--- config.mk ---
export PLATFORM = sky130hd
export DESIGN_NAME = load_store_ctrl
export DESIGN_NICKNAME = d
export VERILOG_FILES = /design/src/rtl/load_store_ctrl.sv
export SDC_FILE = /design/constraint.sdc
export NUM_CORES = 1
export LEC_CHECK = 0
export ABC_AREA = 1
export CAP_MARGIN = 10
export CELL_PAD_IN_SITES_DETAIL_PLACEMENT = 0
export CELL_PAD_IN_SITES_GLOBAL_PLACEMENT = 2
export CORE_ASPECT_RATIO = 1.1
export CORE_MARGIN = 2
export CORE_UTILIZATION = 36
export DETAILED_ROUTE_END_ITERATION = 8
export DONT_BUFFER_PORTS = 1
export GPL_ROUTABILITY_DRIVEN = 0
export PLACE_DENSITY_LB_ADDON = 0.1
export SKIP_LAST_GASP = 1
export SLEW_MARGIN = 40
export SYNTH_ARGS = -nofsm -noshare
export SYNTH_HDL_FRONTEND = slang
export SYNTH_SLANG_ARGS = --single-unit
--- constraint.sdc ---
create_clock -name clk -period 2.9 [get_ports clk]
set_input_delay 0.29 -clock clk [delete_from_list [all_inputs] [get_ports clk]]
set_output_delay 0.29 -clock clk [all_outputs]
set_load 0.05 [all_outputs]
--- src/rtl/load_store_ctrl.sv ---
// load_store_ctrl: byte/halfword/word load-store sequencer for a single-port data memory.
// Define LOAD_STORE_CTRL_RMW_EN to build read-modify-write sub-word stores; otherwise they are rejected.
module load_store_ctrl #(
  parameter logic [31:0] ADDR_BASE = 32'd1024,
  parameter logic [31:0] ADDR_SPAN = 32'd1024
) (
  input  logic        clk,
  input  logic        rst_n,
  input  logic        req_valid,
  output logic        req_ready,
  input  logic        req_write,
  input  logic [1:0]  req_size,
  input  logic        req_signed,
  input  logic [31:0] req_addr,
  input  logic [31:0] req_wdata,
  output logic        resp_valid,
  input  logic        resp_ready,
  output logic [31:0] resp_data,
  output logic        resp_err,
  output logic [31:0] data_address,
  output logic [31:0] data_in,
  output logic        we,
  output logic        re,
  input  logic [31:0] data_out
);
  typedef enum logic [2:0] {IDLE, LD_RD, LD_CAP, ST_RD, ST_MERGE, ST_WR, RESP} state_t;
  state_t      state, nxt, st_first;
  logic [31:0] addr_q, din_q, resp_q, ld_val;
  logic [1:0]  size_q;
  logic        signed_q, err_q, accept, err, sub_st_err;
  logic [32:0] a33, lo33, hi33;
  logic [7:0]  lane_b;
  logic [15:0] lane_h;
  // 33-bit bounds so BASE+SPAN at the top of the address space cannot wrap
  assign a33  = {1'b0, req_addr};
  assign lo33 = {1'b0, ADDR_BASE};
  assign hi33 = lo33 + {1'b0, ADDR_SPAN};
`ifdef LOAD_STORE_CTRL_RMW_EN
  logic [31:0] mask, merged;
  assign sub_st_err = 1'b0;
  assign st_first   = req_size == 2'b10 ? ST_WR : ST_RD;
  assign mask   = size_q == 2'b00 ? 32'h0000_00ff << {addr_q[1:0], 3'b0} : 32'h0000_ffff << {addr_q[1:0], 3'b0};
  assign merged = (data_out & ~mask) | ((din_q << {addr_q[1:0], 3'b0}) & mask);
`else
  assign sub_st_err = req_write && req_size != 2'b10;
  assign st_first   = ST_WR;
`endif
  assign accept = state == IDLE && req_valid;
  assign err = req_size == 2'b11 || (req_size == 2'b01 && req_addr[0]) ||
               (req_size == 2'b10 && |req_addr[1:0]) || a33 < lo33 || a33 >= hi33 || sub_st_err;
  assign lane_b = data_out[{addr_q[1:0], 3'b0} +: 8];
  assign lane_h = data_out[{addr_q[1], 4'b0} +: 16];
  assign ld_val = size_q == 2'b00 ? {{24{signed_q & lane_b[7]}}, lane_b} :
                  size_q == 2'b01 ? {{16{signed_q & lane_h[15]}}, lane_h} : data_out;
  always_ff @(posedge clk or negedge rst_n)
    if (!rst_n) state <= IDLE;
    else        state <= nxt;
  always_comb begin
    nxt = state;
    case (state)
      IDLE:     nxt = !req_valid ? IDLE : err ? RESP : req_write ? st_first : LD_RD;
      LD_RD:    nxt = LD_CAP;
      LD_CAP:   nxt = RESP;
`ifdef LOAD_STORE_CTRL_RMW_EN
      ST_RD:    nxt = ST_MERGE;
      ST_MERGE: nxt = ST_WR;
`endif
      ST_WR:    nxt = RESP;
      RESP:     nxt = resp_ready ? IDLE : RESP;
      default:  nxt = IDLE;
    endcase
  end
  always_comb begin
    req_ready  = rst_n && state == IDLE;
    re         = state == LD_RD || state == ST_RD;
    we         = state == ST_WR;
    resp_valid = state == RESP;
  end
  assign resp_data    = resp_valid ? resp_q : '0;
  assign resp_err     = resp_valid & err_q;
  assign data_address = {addr_q[31:2], 2'b00};
  assign data_in      = din_q;
  always_ff @(posedge clk or negedge rst_n)
    if (!rst_n) begin
      addr_q   <= '0;
      din_q    <= '0;
      resp_q   <= '0;
      size_q   <= '0;
      signed_q <= 1'b0;
      err_q    <= 1'b0;
    end else begin
      if (accept) begin
        addr_q   <= req_addr;
        din_q    <= req_wdata;
        resp_q   <= '0;
        size_q   <= req_size;
        signed_q <= req_signed;
        err_q    <= err;
      end
      if (state == LD_CAP) resp_q <= ld_val;
`ifdef LOAD_STORE_CTRL_RMW_EN
      if (state == ST_MERGE) din_q <= merged;
`endif
    end
endmodule

Word-level counts from Yosys, hierarchy flattened
Cells that the tools add are included.

word-level totals
  bits in registers = 103
  output and inout bits = 101
  input bits = 104

operators by class
  $lt $le $gt $ge = 2
  bitwise logic cells = 3
  equality and inequality tests = 10
  mux-type cells = 10
  reductions and logical operators = 16
  shift operators = 2

operator list
  cell                    number
  $mux W32                5
  $ge A32 B12 Y1 const B  1
  $lt A32 B11 Y1 const B  1
  $shiftx A32 B6 Y16      1
  $shiftx A32 B6 Y8       1
  $mux W3                 4
  $pmux W3 S4             1
  $eq A3 B2 Y1 const B    2
  $eq A3 B3 Y1 const B    2
  $logic_or A1 B1 Y1      6
  $logic_and A1 B1 Y1     5
  $eq A2 B1 Y1 const B    2
  $eq A2 B2 Y1 const B    2
  $reduce_or A2 Y1        2
  $and A1 B1 Y1           3
  $eq A3 B1 Y1 const B    1
  $logic_not A3 Y1        1
  $logic_not A2 Y1        1
  $ne A2 B2 Y1 const B    1
  $reduce_bool A2 Y1      1

Logic depth before layout (Yosys ltp)
Gate-level depths: netlist (run 1).

  word-level depth = 10
  mapped depth = 10
  gate-level depth less buffers = 8

Worst setup path before layout (run 1)
Ideal clock, no wire load.

  path type = register to output
  start = register state[0]
  end = output resp_data[10]
  cell stages (with the launch flop) = 7
  path slack = 0.389 ns
  data arrival time = 2.221 ns
  cell sequence = dfrtp_1 > inv_2 > nand2_1 > nor2_1 > inv_2 > buf_2 > nor2_1

between the ends
  longest elaborated chain between the ends = 2

RTL lines
  what                      RTL line  text
  start: declaration        27        state_t state, nxt, st_first;
  start signal: assignment  57        else state <= nxt;
  $eq A3 B3 Y1              77        resp_valid = state == RESP;
  named net resp_valid      16        output logic resp_valid,
  $mux W32                  79        assign resp_data = resp_valid ? resp_q : '0;
  end: declaration          18        output logic [31:0] resp_data,

The timed path passes the listed nets, and every way through them passes these cells.

Final worst setup path (run 1)
  start = register state[0]
  end = output resp_data[15]

between the ends
  longest elaborated chain between the ends = 2

RTL lines
  what          RTL line
  $eq A3 B3 Y1  77
  $mux W32      79

Every way passes these cells.

==> metrics.md, run 1 <==
| Metric | Value |
|---|---|
| Initial antenna violation count | `0` |
| Cell area after synthesis | `5400 um2` |
| Die Area | `16000 um2` |
| Grt total ovfl | `0` |
| Post-DP HPWL | `10500 um` |
| Status | `complete, no violations` |
| GRT Resource Usage Total | `18.8%` |
| Total power divided by cell area | `1390 nW/um2` |
| # fillers | `1552` |
| Psw | `4.48 mW` |
| Slew headroom | `51.1%` |
| CTS Buf Count | `9` |
| Share of layout cells above drive strength 1 | `10.0%` |
| Final slew viol count | `0` |
| Clock skew | `7.66 ps` |
| CTS tree | `built` |
| Detailed Route Iter0 Violations | `244` |
| Syn avg cell area | `7.19 um2` |
| Seq/Total Area, Yosys | `47.8%` |
| Clk pwr share | `16.4%` |
| Startpoint types | `register` |
| Ports | `205` |
| Synth Register Bits | `103` |
| Sequential Power Share | `48.2%` |
| Post-synth top cells | `291 x nand2_1, 103 x dfrtp_1, 87 x nor2_1` |
| Hold WC Path Type | `input port to register` |
| RSZ-0062 raised after global routing | `false` |
| Total Nets Final | `839` |
| Unique cell type count in the Yosys netlist | `25` |
| Worst Tran Pin Value | `731 ps` |
| Part of the cycle the worst path needs | `79.2%` |
| Setup TNS | `0 ps` |
| Ant. Diodes | `0` |
| MaxCap Viol Count | `0` |
| Synth warnings | `0` |
| Pre-CTS WS | `919 ps` |
| WS Path Type | `register to output port` |
| Required time of the critical path | `2610 ps` |
| Gate power share | `35.4%` |
| DRT Wirelength | `14800 um` |
| Initial Util | `37.1%` |
| Vias | `4534` |
| CP arrival | `2010 ps` |
| Wire length per cell | `15.9 um` |
| Leak | `3.17 nW` |
| Sw Ratio | `54.4%` |
| Dominant cell by count in the synthesized netlist | `nand2_1` |
| Post-route antenna net violation count | `0` |
| Synth area leaders | `dfrtp_1 48%, nand2_1 20%, nor2_1 6.1%` |
| Die Y | `132 um` |
| Via density | `4.86` |
| CTS resizes | `0` |
| Post-synth ARST share | `100%` |
| Cell count after synthesis | `751` |
| Share of the synthesized area in the top cell type | `47.8%` |
| Clock root buffer master | `clkbuf_16` |
| Critical-path maximum fanout | `33` |
| Post-route setup slack | `603 ps` |
| Clock transition at path regs | `70 ps` |
| Endpoints failing hold | `0` |
| Largest net degree at the start of global routing | `104` |
| Post-synth EDFFs | `0` |
| CP endpoint kind | `output port` |
| Top_reg_cell synth | `dfrtp_1` |
| H-tree depth | `3` |
| # clock sinks | `103` |
| PortBufs | `0` |
| VDD IR max | `0.561 mV` |
| DR DRC count | `0` |
| DR pass1 iterations | `4` |
| Final setup vio count | `0` |
| CTS Buffer Depth | `2` |
| Clock Latency Late Sink | `350 ps` |
| Row cnt | `46` |
| Area Growth Syn to Fin | `9.48%` |
| Largest area contributor in the netlist | `dfrtp_1` |
| Tmin final | `2300 ps` |
| Core area | `14600 um2` |
| Pint | `3.75 mW` |
| Vias in the first global route | `4570` |
| FMAX | `0.435 GHz` |
| Die width | `121 um` |
| First-pass GRT wire length | `23700 um` |
worst max-delay path, cell delays in order, from the launching register on:
cell and delay, ps:
dfrtp_1 410, inv_2 110, nand2_1 100, nor2_1 100, buf_4 210, inv_2 250
nor2_1 240, buf_4 230
routing by layer:
layer	vias up	routed length [um]	GRT usage [%]
li1	2224	-	-
met1	2139	6020	22.7
met2	154	7170	31.3
met3	17	1380	6.59
met4	0	272	6.33
met5	-	0	0
state kept, by name (all words and copies together) (netlist names):
register and count:
data_in 32, addr_q 32, resp_q 32, signed_q 1, state 3, size_q 2
err_q 1
power by group through the flow:
stage,Clock (mW),Combinational [mW],Sequential [mW]
3_3_place_gp,0,2.81,4.00
6_report,1.35,2.91,3.97
5_1_grt,1.45,3.33,4.06
3_5_place_dp,0,2.87,4.00
4_1_cts,1.38,2.91,3.98
2_1_floorplan,0,3.34,3.13
metrics by stage:
stage / utilization, % / cells / hold slack [ps] / area, um2 / power (mW)
floorplan: - / 752 / -5.59 / 5400 / 6.47
global placement: 37.8 / 913 / -2.78 / 5500 / 6.82
detailed placement: 37.8 / 913 / -2.33 / 5510 / 6.87
CTS: 40.3 / 931 / 38.9 / 5870 / 8.27
global route: 40.6 / 932 / 38.2 / 5910 / 8.84
finish: 40.6 / 932 / 48.3 / 5910 / 8.23
final timing paths:
kind | startpoint | endpoint | slack (ps) | cells past startpoint
min reg2reg | err_q | err_q | 480 | 2
min | req_wdata[16] | data_in[16] | 50 | 2
max | state[0] | resp_data[15] | 600 | 7
max in group asynchronous | rst_n | resp_q[12] | 1900 | 2
min in group asynchronous | rst_n | resp_q[10] | 470 | 2
max reg2reg | addr_q[1] | resp_q[7] | 890 | 5
logic make-up after synthesis:
kind of cell | Yosys count | share of synthesized area, %
buffers and inverters | 143 | 13.2
AOI/OAI and AO/OA | 50 | 5.01
and+or+nand+nor | 454 | 34.0
other | 1 | 0.0695
DFF | 103 | 47.8
placed cells by master, fill, tap and decap left out, drive strengths merged:
cell type	synthesis	final
nand3b	1	1
dfrtp	103	103
nand2	295	295
o211ai	7	7
bufinv	0	2
o21ai	35	35
nand4	1	1
inv	73	74
nor2	90	90
clkinvlp	0	2
clkinv	0	1
a21oi	7	7
and3	1	1
dlygate4sd3	0	1
nor3	2	2
a22oi	1	1
conb	1	2
buf	65	41
clkbuf	5	10
nand3	64	64
area by class of cell:
cell class	count	area (um2)	share of cell area, %
clock buffers	10	239	4.04
well taps	192	240	4.07
flip-flops and latches	103	2580	43.6
multi-input cells	506	2120	36.0
repair buffers	42	362	6.12
clock inverters	6	91.3	1.55
inverters	73	274	4.64
what timing repair did:
action	in CTS	in global routing
hold endpoints to repair	103	0
buffers inserted	0	0
hold buffers	2	0
(Power assumes the default switching activity.)
==> run 2: changes to the inputs <==
CORE_UTILIZATION = 34   (was 36)
clock period = 2.24 ns   (was 2.9 ns; I/O delays follow)
==> run 2 against run 1 <==
The flow now finishes with violations (negative hold slack). Final area increased by 7.2%. First-iteration DRC count increased by 19%. Largest cell class unchanged. Sequential share of layout area fell by 2.9 points. Worst setup slack got worse by 290 ps. Clock power is 17% higher. Cell count rose by 6.1%. Clock skew increased by 2.2 ps. Sequential power grew 29%. Via count grew 2.5%. Combinational power up 31%. Clock-buffer cell count decreased by 1.
==> metrics.md, run 2 (synthesized netlist as in run 1, its figures left out) <==
| Metric | Value |
|---|---|
| Final setup vio count | `0` |
| CP endpoint kind | `output port` |
| Commonest non-fill, non-tap cell in the layout | `nand2_1` |
| Leak | `3.34 nW` |
| CP arrival | `1710 ps` |
| Startpoint types | `register` |
| Critical-path maximum fanout | `33` |
| Post-route antenna net violation count | `0` |
| Ant. Diodes | `0` |
| Post-DP HPWL | `10900 um` |
| Final hold slack | `-446 ps` |
| MaxCap Viol Count | `0` |
| Metal3 WL | `1380 um` |
| Slowest stage delay, CP | `400 ps` |
| RSZ-0062 raised after global routing | `false` |
| Die width | `124 um` |
| Slowest-stage cell, CP | `inv_2` |
| Multi-input gate area | `2130 um2` |
| Reg area | `2580 um2` |
| Clock transition at path regs | `70 ps` |
| Clock skew | `9.89 ps` |
| Pre-CTS WS | `603 ps` |
| Top Layer Used | `met4` |
| Detailed Route Iter0 Violations | `290` |
| Crit-path cells | `inv_2 > nand2_1 > nor2_2 > inv_2 > nor2_1 > buf_4` |
| Largest net degree at the start of global routing | `105` |
| CP dominant cell by count | `inv_2` |
| Row cnt | `48` |
| VDD IR max | `0.674 mV` |
| R2r startpoint | `addr_q[0]` |
| CTS resizes | `0` |
| Vias | `4646` |
| DR pass1 iterations | `4` |
| # clock sinks | `103` |
| Initial antenna violation count | `0` |
| Area Growth Syn to Fin | `17.3%` |
| WL met1 | `6060 um` |
| DRT Wirelength | `15300 um` |
| Via density | `4.70` |
| Status | `complete, but fails checks` |
| Share of layout cells above drive strength 1 | `9.76%` |
| DR DRC count | `0` |
| R2R depth | `8` |
| Worst Tran Pin Value | `756 ps` |
| Post-CTS setup buffer count | `0` |
| Commonest non-fill, non-tap cells in the layout | `291 x nand2_1, 103 x dfrtp_1, 86 x nor2_1, 66 x inv_1, 63 x nand3_1` |
| Vias in the first global route | `4712` |
| Die Y | `136 um` |
| FMAX | `0.518 GHz` |
| H-tree depth | `3` |
| Endpoints failing hold | `103` |
| Required time of the critical path | `2020 ps` |
| Cell family contributing the most delay on the critical path | `buffers and inverters` |
| Grt total ovfl | `0` |
| Post-route setup slack | `310 ps` |
| Initial Util | `34.6%` |
| Wire length per cell | `15.5 um` |
| CTS Buf Count | `9` |
| PortBufs | `0` |
| CTS tree | `built` |
| Die Area | `16900 um2` |
| Final slew viol count | `0` |
| Failing checks | `negative hold slack` |
| Hold WC Path Type | `input port to async pin` |
| Hold_buf cts | `47` |
| Met2 WL | `7600 um` |
| # fillers | `1689` |
| Total Nets Final | `888` |
| CTS Buffer Depth | `2` |
| Tot Pwr | `10.5 mW` |
| Core area | `15600 um2` |
| Total power divided by cell area | `1660 nW/um2` |
| Reg2Reg Setup Slack | `630 ps` |
| Clock root buffer master | `clkbuf_16` |
| CP Buf/Inv Count | `3` |
| First-pass GRT wire length | `24000 um` |
| Slew headroom | `49.5%` |
| Tmin final | `1930 ps` |
| Setup TNS | `0 ps` |
| WS Path Type | `register to output port` |
| Reg2reg end | `resp_q[13]` |
| Clock Latency Late Sink | `360 ps` |
| GRT Resource Usage Total | `18.5%` |
| Part of the cycle the worst path needs | `86.2%` |
| Ports | `205` |
## run 2: changes by cell type in the layout (fill, tap and decap cells not counted), moves of 2 or more
cell,change
dlygate4sd3_1,+46
buf_4,+5
inv_6,+3
buf_16,-2
bufinv_16,-2
clkinv_8,+2
## run 2: worst max-delay path by stage
stage                    from       endpoint  slack, ps  cells after the start
detailed placement  addr_q[0]     resp_q[11]        600                      8
global placement    addr_q[0]     resp_q[11]        620                      8
floorplan            state[0]  resp_data[10]         60                      6
finish               state[0]  resp_data[14]        310                      6
CTS                  state[0]  resp_data[28]        270                      6
global route         state[0]  resp_data[14]        130                      6
## run 2: area by class of cell
| class | instances | area share, % |
|---|---|---|
| Clock buffer | 9 | 3.56 |
| Clock inverter | 7 | 1.19 |
| Inverter | 73 | 4.33 |
| Multi-Input combinational cell | 506 | 33.6 |
| Sequential cell | 103 | 40.7 |
| Tap cell | 200 | 3.95 |
| Timing Repair Buffer | 91 | 12.7 |
## run 2: metrics by stage
step	util (%)	cell area, um2	hold slack (ps)	std cells
CTS	40.5	6330	-461	989
global route	40.6	6330	-462	989
finish	40.6	6330	-446	989
global placement	35.6	5560	-68.7	926
detailed placement	35.6	5560	-68.3	926
floorplan	-	5400	-71.6	752
## run 2: worst register-to-register path, stage by stage (launching register included)
cell and delay [ps]:
dfrtp_1 530, inv_2 200, nand2_1 100, nand3_1 90, nand2_1 100, nand2_2 60
nand2_4 210, nand3_1 170, nand2_1 100
## run 2: metal layers
| metal | global-route usage (%) | vias up |
|---|---|---|
| met5 | 0 | - |
| met4 | 6.74 | 0 |
| met3 | 6.12 | 21 |
| met2 | 30.8 | 144 |
| met1 | 22.1 | 2156 |
| li1 | - | 2325 |
## run 2: where the power goes
group          internal (mW)  switching (mW)  leakage, nW
Clock                  0.788           0.792        0.143
Sequential              2.67            2.45         1.30
Combinational           1.19            2.62         1.90
==> run 3: changes to the inputs <==
ABC_AREA = not set   (was 1)
CORE_UTILIZATION = 39   (was 34)
REMOVE_ABC_BUFFERS = 1   (was not set)
==> run 3 against run 2 <==
The run ends with design-rule violations, negative hold slack left. Via count down 31%. Register-to-register slack worse by 230 ps. Synthesized cell count down 41%. Largest power group unchanged.
==> metrics.md, run 3 <==
| Metric | Value |
|---|---|
| MaxCap Viol Count | `0` |
| Reg2Reg Setup Slack | `400 ps` |
| Dominant cell by count in the synthesized netlist | `dfrtp_1` |
| DR DRC count | `10` |
| Seq/Total Area, Yosys | `50.5%` |
| Share of layout cells above drive strength 1 | `33.0%` |
| VDD IR max | `0.929 mV` |
| Post-synth EDFFs | `0` |
| Clock skew | `10.7 ps` |
| Final setup vio count | `0` |
| Area Growth Syn to Fin | `18.0%` |
| Synth Register Bits | `103` |
| Unique cell type count in the Yosys netlist | `41` |
| First-pass GRT wire length | `19000 um` |
| FMAX | `0.492 GHz` |
| Die Area | `14000 um2` |
| Via density | `5.30` |
| Die Y | `124 um` |
| Die width | `113 um` |
| Post-synth ARST share | `100%` |
| Commonest non-fill, non-tap cells in the layout | `103 x dfrtp_1, 65 x mux2_2, 48 x nand2_1, 35 x and2_1, 35 x buf_12` |
| Clock root buffer master | `clkbuf_16` |
| Cell area after synthesis | `5100 um2` |
| Leak | `2.58 nW` |
| Tmin final | `2030 ps` |
| Detailed Route Iter0 Violations | `143` |
| CTS Buf Count | `9` |
| Largest net degree at the start of global routing | `105` |
| Total Nets Final | `551` |
| Largest area contributor in the netlist | `dfrtp_1` |
| CP arrival | `1810 ps` |
| Clock transition at path regs | `80 ps` |
| Grt total ovfl | `0` |
| Core area | `12700 um2` |
| Placed cell count | `593` |
| Non-Filler Instances | `609` |
| Final hold slack | `-439 ps` |
| R2R depth | `3` |
| Fin util | `47.4%` |
| Status | `complete, but fails checks` |
| Worst Tran Pin Value | `722 ps` |
| CTS Buffer Depth | `2` |
| Reg2reg end | `resp_q[17]` |
| Post-CTS setup buffer count | `0` |
| Part of the cycle the worst path needs | `90.8%` |
| Required time of the critical path | `2020 ps` |
| Wire length per cell | `20.3 um` |
| Pre-CTS WS | `400 ps` |
| Synth warnings | `0` |
| GRT Resource Usage Total | `17.7%` |
| Critical-path maximum fanout | `25` |
| Tot Pwr | `10.8 mW` |
| Clock Latency Late Sink | `350 ps` |
| Share of the synthesized area in the top cell type | `50.5%` |
| Vias | `3227` |
| Synth area leaders | `dfrtp_1 51%, mux2_2 14%, buf_4 5.6%` |
| Slew headroom | `51.8%` |
| # clock sinks | `103` |
| Startpoint types | `register` |
| Ports | `205` |
| CTS tree | `built` |
| Syn avg cell area | `11.4 um2` |
| RSZ-0062 raised after global routing | `false` |
| Post-synth top cells | `103 x dfrtp_1, 65 x mux2_2, 48 x nand2_1` |
| Initial Util | `40.2%` |
| Cell count after synthesis | `446` |
| Vias in the first global route | `3488` |
| WS Path Type | `register to output port` |
| Commonest non-fill, non-tap cell in the layout | `dfrtp_1` |
| Initial antenna violation count | `1` |
| Endpoints failing hold | `103` |
| Post-route antenna net violation count | `0` |
| DR pass1 iterations | `7` |
| CP endpoint kind | `output port` |
| PortBufs | `0` |
| Top_reg_cell synth | `dfrtp_1` |
| Final slew viol count | `0` |
| H-tree depth | `3` |
| DRT Wirelength | `12400 um` |
| Hold WC Path Type | `input port to async pin` |
| R2r startpoint | `size_q[0]` |
| Post-route setup slack | `207 ps` |
| Total power divided by cell area | `1790 nW/um2` |
| CTS resizes | `0` |
| Failing checks | `design-rule violations, negative hold slack` |
| Ant. Diodes | `0` |
| Row cnt | `43` |
| Post-DP HPWL | `8810 um` |
## run 3: changes by cell type after synthesis, sizes merged, moves of 16 or more
cell,before,now
nand2,295,48
nor2,90,7
inv,73,4
mux2,0,65
nand3,64,15
and2,0,36
nor2b,0,19
buf,65,49
mux2i,0,16
## run 3: worst max path at each step
stage	end	cells after the start	start	slack, ps
finish	resp_data[15]	5	state[0]	210
global route	resp_data[15]	5	state[0]	40
CTS	resp_data[15]	5	state[0]	150
detailed placement	resp_q[17]	3	size_q[0]	400
global placement	resp_q[18]	3	size_q[0]	450
floorplan	addr_q[0]	3	state[2]	-650
## run 3: report_power, final
part           switching [mW]  internal, mW
logic                    1.94          1.88
clock network           0.758         0.813
registers                2.67          2.70
total                    5.37          5.39
## run 3: area by class of cell
class	instances	area, um2
inverters	4	15.0
clock inverters	6	62.6
clock buffers	10	239
multi-input cells	282	2140
repair buffers	47	791
well taps	157	196
flip-flops and latches	103	2580
fillers	1161	6680
## run 3: per-layer routing
layer / up-vias / share of wire (%) / GRT usage, % / wire length, um
met5: - / 0 / 0 / 0
met4: 0 / 1.6 / 6.33 / 199
met3: 13 / 10 / 6.08 / 1270
met2: 140 / 52 / 30.7 / 6400
met1: 1567 / 36 / 20.6 / 4510
li1: 1507 / - / - / -
## run 3: critical path, stage by stage, from the launching register on
cell and delay (ps):
dfrtp_1 410, nand2b_1 210, nor2_4 290, buf_12 200
and2_1 200, buf_12 150
## run 3: kinds of logic (layout without fill, tap and decap cells)
group / after synthesis / in the layout / share of synthesized area [%]
other cells: 1 / 2 / 0.0735
compound gates: 55 / 55 / 8.83
flops: 103 / 103 / 50.5
simple gates: 144 / 144 / 15.2
buf+inv: 62 / 67 / 7.90
mux: 81 / 81 / 17.5
## run 3: per-stage QoR
| stage | setup TNS [ps] | cell area (um2) |
|---|---|---|
| global route | 0 | 6020 |
| detailed placement | 0 | 5720 |
| CTS | 0 | 6020 |
| global placement | 0 | 5720 |
| floorplan | -62370 | 4720 |
| finish | 0 | 6020 |
